**config.mk**
```make
export PLATFORM = sky130hd
export DESIGN_NAME = axis_pulse_result_averager
export DESIGN_NICKNAME = d
export VERILOG_FILES = /design/src/rtl/axis_pulse_result_averager.sv
export SDC_FILE = /design/constraint.sdc
export NUM_CORES = 1
export LEC_CHECK = 0
export CAP_MARGIN = 20
export CORE_MARGIN = 4
export CORE_UTILIZATION = 40
export CTS_BUF_LIST = sky130_fd_sc_hd__clkbuf_8 sky130_fd_sc_hd__clkbuf_16
export DETAILED_ROUTE_END_ITERATION = 6
export DONT_BUFFER_PORTS = 1
export PLACE_DENSITY_LB_ADDON = 0.1
export SYNTH_ARGS = -nofsm -noshare
export SYNTH_HDL_FRONTEND = slang
export SYNTH_SLANG_ARGS = --single-unit
```
**constraint.sdc**
```tcl
create_clock -name aclk -period 11.3 [get_ports aclk]
set_input_delay 2.825 -clock aclk [delete_from_list [all_inputs] [get_ports aclk]]
set_output_delay 2.825 -clock aclk [all_outputs]
set_load 0.005 [all_outputs]
```
**src/rtl/axis_pulse_result_averager.sv**
```systemverilog
// rtl/axis_pulse_result_averager.sv - averages 2^n pulse results into framed AXI-Stream beats
module axis_pulse_result_averager #(
  parameter int AXIS_TDATA_WIDTH = 32,
  parameter int ACC_WIDTH        = 48,
  parameter int CNTR_WIDTH       = 16
) (
  input  logic                        aclk,
  input  logic                        aresetn,
  input  logic [31:0]                 cfg_data,
  input  logic [2:0]                  case_id,
  input  logic [31:0]                 res_data,
  output logic [31:0]                 sts_data,
  input  logic                        m_axis_tready,
  output logic [AXIS_TDATA_WIDTH-1:0] m_axis_tdata,
  output logic                        m_axis_tvalid,
  output logic                        m_axis_tlast
);

  typedef enum logic {ST_IDLE, ST_ACC} state_t;

  state_t                        r_state;
  logic [2:0]                    r_case_prev;
  logic signed [ACC_WIDTH-1:0]   r_acc;
  logic [16:0]                   r_cnt;
  logic [4:0]                    r_n;
  logic [AXIS_TDATA_WIDTH-1:0]   r_tdata;
  logic                          r_tvalid;
  logic                          r_tlast;
  logic [CNTR_WIDTH-1:0]         r_beat_cnt;
  logic [CNTR_WIDTH-1:0]         r_drop_cnt;

  logic                          w_new_res;
  logic                          w_enable;
  logic [4:0]                    w_n_cfg;
  logic [4:0]                    w_n_eff;
  logic signed [ACC_WIDTH-1:0]   w_res_ext;
  logic signed [ACC_WIDTH-1:0]   w_sum;
  logic signed [ACC_WIDTH-1:0]   w_avg_full;
  logic [16:0]                   w_cnt_inc;
  logic                          w_done;
  logic                          w_hs;
  logic                          w_load;
  logic [CNTR_WIDTH-1:0]         w_beat_next;
  logic [15:0]                   w_flen;
  logic [CNTR_WIDTH-1:0]         w_flen_m1;

  // The measurement stage passes 4 -> 0 exactly once per finished pulse.
  assign w_new_res   = (r_case_prev == 3'd4) && (case_id == 3'd0);
  assign w_enable    = cfg_data[8];
  assign w_n_cfg     = (cfg_data[4:0] > 5'd16) ? 5'd16 : cfg_data[4:0];
  assign w_n_eff     = (r_cnt == 17'd0) ? w_n_cfg : r_n;
  assign w_res_ext   = {{(ACC_WIDTH-32){res_data[31]}}, res_data};
  assign w_sum       = r_acc + w_res_ext;
  assign w_avg_full  = w_sum >>> w_n_eff;
  assign w_cnt_inc   = r_cnt + 17'd1;
  assign w_done      = (r_state == ST_ACC) && w_enable && w_new_res &&
                       (w_cnt_inc == (17'd1 << w_n_eff));
  assign w_hs        = r_tvalid && m_axis_tready;
  assign w_load      = w_done && (!r_tvalid || m_axis_tready);
  assign w_flen      = cfg_data[31:16];
  assign w_flen_m1   = (w_flen == 16'd0) ? '0 : CNTR_WIDTH'(w_flen - 16'd1);

  // Beat count as it will stand after this edge; tlast is judged against it.
  always_comb begin
    w_beat_next = r_beat_cnt;
    if (w_hs) begin
      w_beat_next = r_tlast ? '0 : r_beat_cnt + 1'b1;
    end else if (!w_enable && !r_tvalid) begin
      w_beat_next = '0;
    end
  end

  always_ff @(posedge aclk or negedge aresetn) begin
    if (!aresetn) begin
      r_state     <= ST_IDLE;
      r_case_prev <= 3'd0;
      r_acc       <= '0;
      r_cnt       <= 17'd0;
      r_n         <= 5'd0;
      r_tdata     <= '0;
      r_tvalid    <= 1'b0;
      r_tlast     <= 1'b0;
      r_beat_cnt  <= '0;
      r_drop_cnt  <= '0;
    end else begin
      r_case_prev <= case_id;
      r_beat_cnt  <= w_beat_next;

      case (r_state)
        ST_IDLE: begin
          r_acc <= '0;
          r_cnt <= 17'd0;
          if (w_enable) r_state <= ST_ACC;
        end
        ST_ACC: begin
          if (!w_enable) begin
            r_state <= ST_IDLE;
            r_acc   <= '0;
            r_cnt   <= 17'd0;
          end else if (w_new_res) begin
            if (r_cnt == 17'd0) r_n <= w_n_cfg;
            if (w_done) begin
              r_acc <= '0;
              r_cnt <= 17'd0;
            end else begin
              r_acc <= w_sum;
              r_cnt <= w_cnt_inc;
            end
          end
        end
        default: r_state <= ST_IDLE;
      endcase

      if (w_load) begin
        r_tdata  <= w_avg_full[AXIS_TDATA_WIDTH-1:0];
        r_tvalid <= 1'b1;
        r_tlast  <= (w_beat_next == w_flen_m1);
      end else if (w_hs) begin
        r_tvalid <= 1'b0;
      end

      if (w_done && !w_load && (r_drop_cnt != {CNTR_WIDTH{1'b1}})) begin
        r_drop_cnt <= r_drop_cnt + 1'b1;
      end
    end
  end

  assign sts_data      = {r_drop_cnt[15:0], r_beat_cnt[15:0]};
  assign m_axis_tdata  = r_tdata;
  assign m_axis_tvalid = r_tvalid;
  assign m_axis_tlast  = r_tlast;

endmodule

```
==> run metrics <==
status=finished, final reports clean; Clock H-tree levels=4; via count=13310; Worst setup startpoint=res_data[0]; crit path launch type=primary input; Sw Ratio=31.36%; CTS Hold Bufs=0; DP Wirelength=33870 um; DP Area=13600 um2; skew final=0.01603 ns; fin. max-slew vios=0; commonest non-fill, non-tap cell in the layout=nand2_1; Comb pwr share=18.4%; I/O pins=136; peak supply drop=0.1059 mV; initial antenna violation count=0; clock group share of total power=43.7%; Core ar.=32700 um2; CP endpoint kind=register; share of cells above drive strength 1=7.637%; Hold Startpoint=r_acc[21]; max frequency=139.7 MHz; Post-synth EDFFs=0; row cnt=66; initial drt markers=1341; worst path required time=11.63 ns; RSZ-0062 raised after global routing=no; syn_area_per_cell=7.726 um2; average wire per standard cell=21.64 um; GRT Residual Overflow=0; CTS buffer count=17; met1 WL=20760 um; largest net degree at the start of global routing=141; DIE HEIGHT=190.4 um; period utilization=63.33%; min cycle time layout=7.156 ns; first-pass GRT wire length=72050 um; NetSw=0.4210 mW; metal3 WL=4253 um; Setup Buffers After CTS=0; relative slew slack=31.96%; Antenna diodes=0; clock transition at the registers of the reported paths=0.06 ns; clock sink count=140; Synth Warn #=0; Area Growth Syn to Fin=6.799%; Initial Utilization=40.68%; routability congestion estimate=0.9408; gr usage total=24.77%; die footprint=36240 um2; TritonCTS clock tree=yes; leakage power=5.960 nW; Post-CTS Resized=0; RR Startpoint=r_cnt[13]; DR pass1 iterations=6; sequential area share after synthesis=26.33%; Flop pwr share=37.8%; Worst Path Arrival=7.49 ns; vias in the first global route=12480; worst-margin pin slew=1.006 ns; Crit Path Max Fanout=7; Mapped Area=13300 um2; DRC viols=0; number of setup violations in the final report=0; pwr dens=94.49 nW/um2; Cell variety after synth=90; commonest cells after routing, fill and taps aside=nand2_1, nor2_1, o21ai_0, a21oi_1, dfrtp_1; FFs w/ async S/R, synth=100.0%; Die Wd=190.4 um; total negative slack=0 ns; Top Layer Used=met4; met2 wire len=19260 um; Vias/cell=6.323; post-route cell area=14210 um2; clock root buffer=clkbuf_16; Final Net Count=1773; port bufs=0; post-synthesis register bit count=140; Hold Path Class=register to register; Hold Vio Cnt, Final=0; Max Cap Viol=0; total wire length=45560 um; Tot Pwr=1.343 mW; critical path class=primary input to register; Clock Path Buffers=2; post-synth net total=1845; Post-synth top flop=dfrtp_1; cell-internal power=0.9215 mW; Syn Inst Count=1722; Final ANT Viol Nets=0; Worst-Skew Late Latency=0.45 ns
[metal layers]
metal	vias up	GRT usage, %
met2	537	35.94
met5	-	0
li1	6324	-
met1	6370	35.83
met4	0	8.287
met3	79	6.353
[critical path, stage by stage]
cell and delay (ns):
ha_1 0.17, inv_1 0.06, fa_1 0.39, nand2b_1 0.18, a21oi_1 0.30, o211ai_2 0.27
nor4_2 0.64, nor3_1 0.12, a211oi_1 0.80, o2bb2ai_1 0.15, a211oi_1 0.77, mux2i_1 0.24
mux2i_1 0.33, a21oi_1 0.12, o31ai_1 0.12
[cell families (layout without fill, tap and decap cells)]
| family | after synthesis | in the layout | share of synthesized area, % |
|---|---|---|---|
| compound gates | 587 | 587 | 29.00 |
| flops | 140 | 140 | 26.33 |
| mux | 71 | 71 | 5.746 |
| buf+inv | 133 | 74 | 4.157 |
| simple gates | 647 | 647 | 23.73 |
| xor+xnor | 91 | 91 | 5.991 |
| fa+ha+maj | 53 | 53 | 5.041 |
[flip-flops by register name, indices dropped and copies added, names as in the netlist]
register / flops
r_n: 5
r_acc: 48
r_case_prev: 3
m_axis_tlast: 1
r_drop_cnt: 16
m_axis_tvalid: 1
r_state: 1
r_beat_cnt: 16
m_axis_tdata: 32
r_cnt: 17
[metrics by stage]
| step | util (%) | hold WS (ns) | setup WS, ns | instances |
|---|---|---|---|---|
| final | 43.45 | 0.4842 | 4.144 | 2105 |
| after global routing | 43.45 | 0.5072 | 3.730 | 2105 |
| after CTS | 43.43 | 0.4890 | 4.274 | 2104 |
| after detailed placement | 41.60 | 0.4747 | 3.824 | 2072 |
| after global placement | 41.60 | 0.4662 | 3.895 | 2072 |
| after floorplan | - | 0.4538 | 5.113 | 1722 |
[path summary, 6_finish.rpt]
check	end	slack (ns)	cells past startpoint
worst min-delay path	r_acc[21]	0.48	2
min in group asynchronous	r_acc[35]	2.06	0
worst min register to register	r_acc[21]	0.48	2
max in group asynchronous	r_acc[6]	8.76	0
worst max-delay path	m_axis_tdata[18]	4.14	15
worst max register to register	m_axis_tdata[23]	4.97	13
[power by group through the flow]
| stage | Clock, mW | Combinational, mW | Sequential [mW] |
|---|---|---|---|
| 2_1_floorplan | 0 | 0.175 | 0.515 |
| 3_3_place_gp | 0 | 0.240 | 0.517 |
| 3_5_place_dp | 0 | 0.241 | 0.518 |
| 4_1_cts | 0.606 | 0.241 | 0.508 |
| 5_1_grt | 0.629 | 0.268 | 0.509 |
| 6_report | 0.587 | 0.247 | 0.508 |
[synth_stat cells (13+ instances only)]
| library cell | count | area share, % |
|---|---|---|
| nand2_1 | 198 | 5.6 |
| nor2_1 | 165 | 4.7 |
| o21ai_0 | 152 | 5.7 |
| a21oi_1 | 142 | 5.3 |
| dfrtp_1 | 140 | 26 |
| clkbuf_1 | 91 | 2.6 |
| xnor2_1 | 59 | 3.9 |
| nor3_1 | 55 | 2.1 |
| ha_1 | 52 | 4.9 |
| mux2i_1 | 43 | 3.2 |
| nand3_1 | 38 | 1.4 |
| a211oi_1 | 36 | 2.0 |
| xor2_1 | 32 | 2.1 |
| nand4_1 | 30 | 1.4 |
| a22o_1 | 28 | 1.8 |
| o211ai_1 | 23 | 1.3 |
| a21o_1 | 22 | 1.2 |
| mux2_2 | 22 | 1.9 |
| nor4_1 | 22 | 1.0 |
| and3_1 | 21 | 0.99 |
| a31oi_1 | 20 | 0.94 |
| inv_1 | 20 | 0.56 |
| nand2b_1 | 18 | 0.85 |
| o21a_1 | 18 | 1.0 |
| or3_1 | 16 | 0.75 |
| o22ai_1 | 14 | 0.66 |
| and2_1 | 13 | 0.61 |
| or2_2 | 13 | 0.61 |
[cell type report]
class | count | area, um2
clock buffer | 18 | 439.2
multi-input combinational | 1449 | 9315
timing repair buffer | 22 | 165.2
fill | 3410 | 18490
sequential | 140 | 3503
tap | 442 | 553.0
clock inverter | 14 | 157.7
inverter | 20 | 75.07
Power figures use the tool's default switching activity.
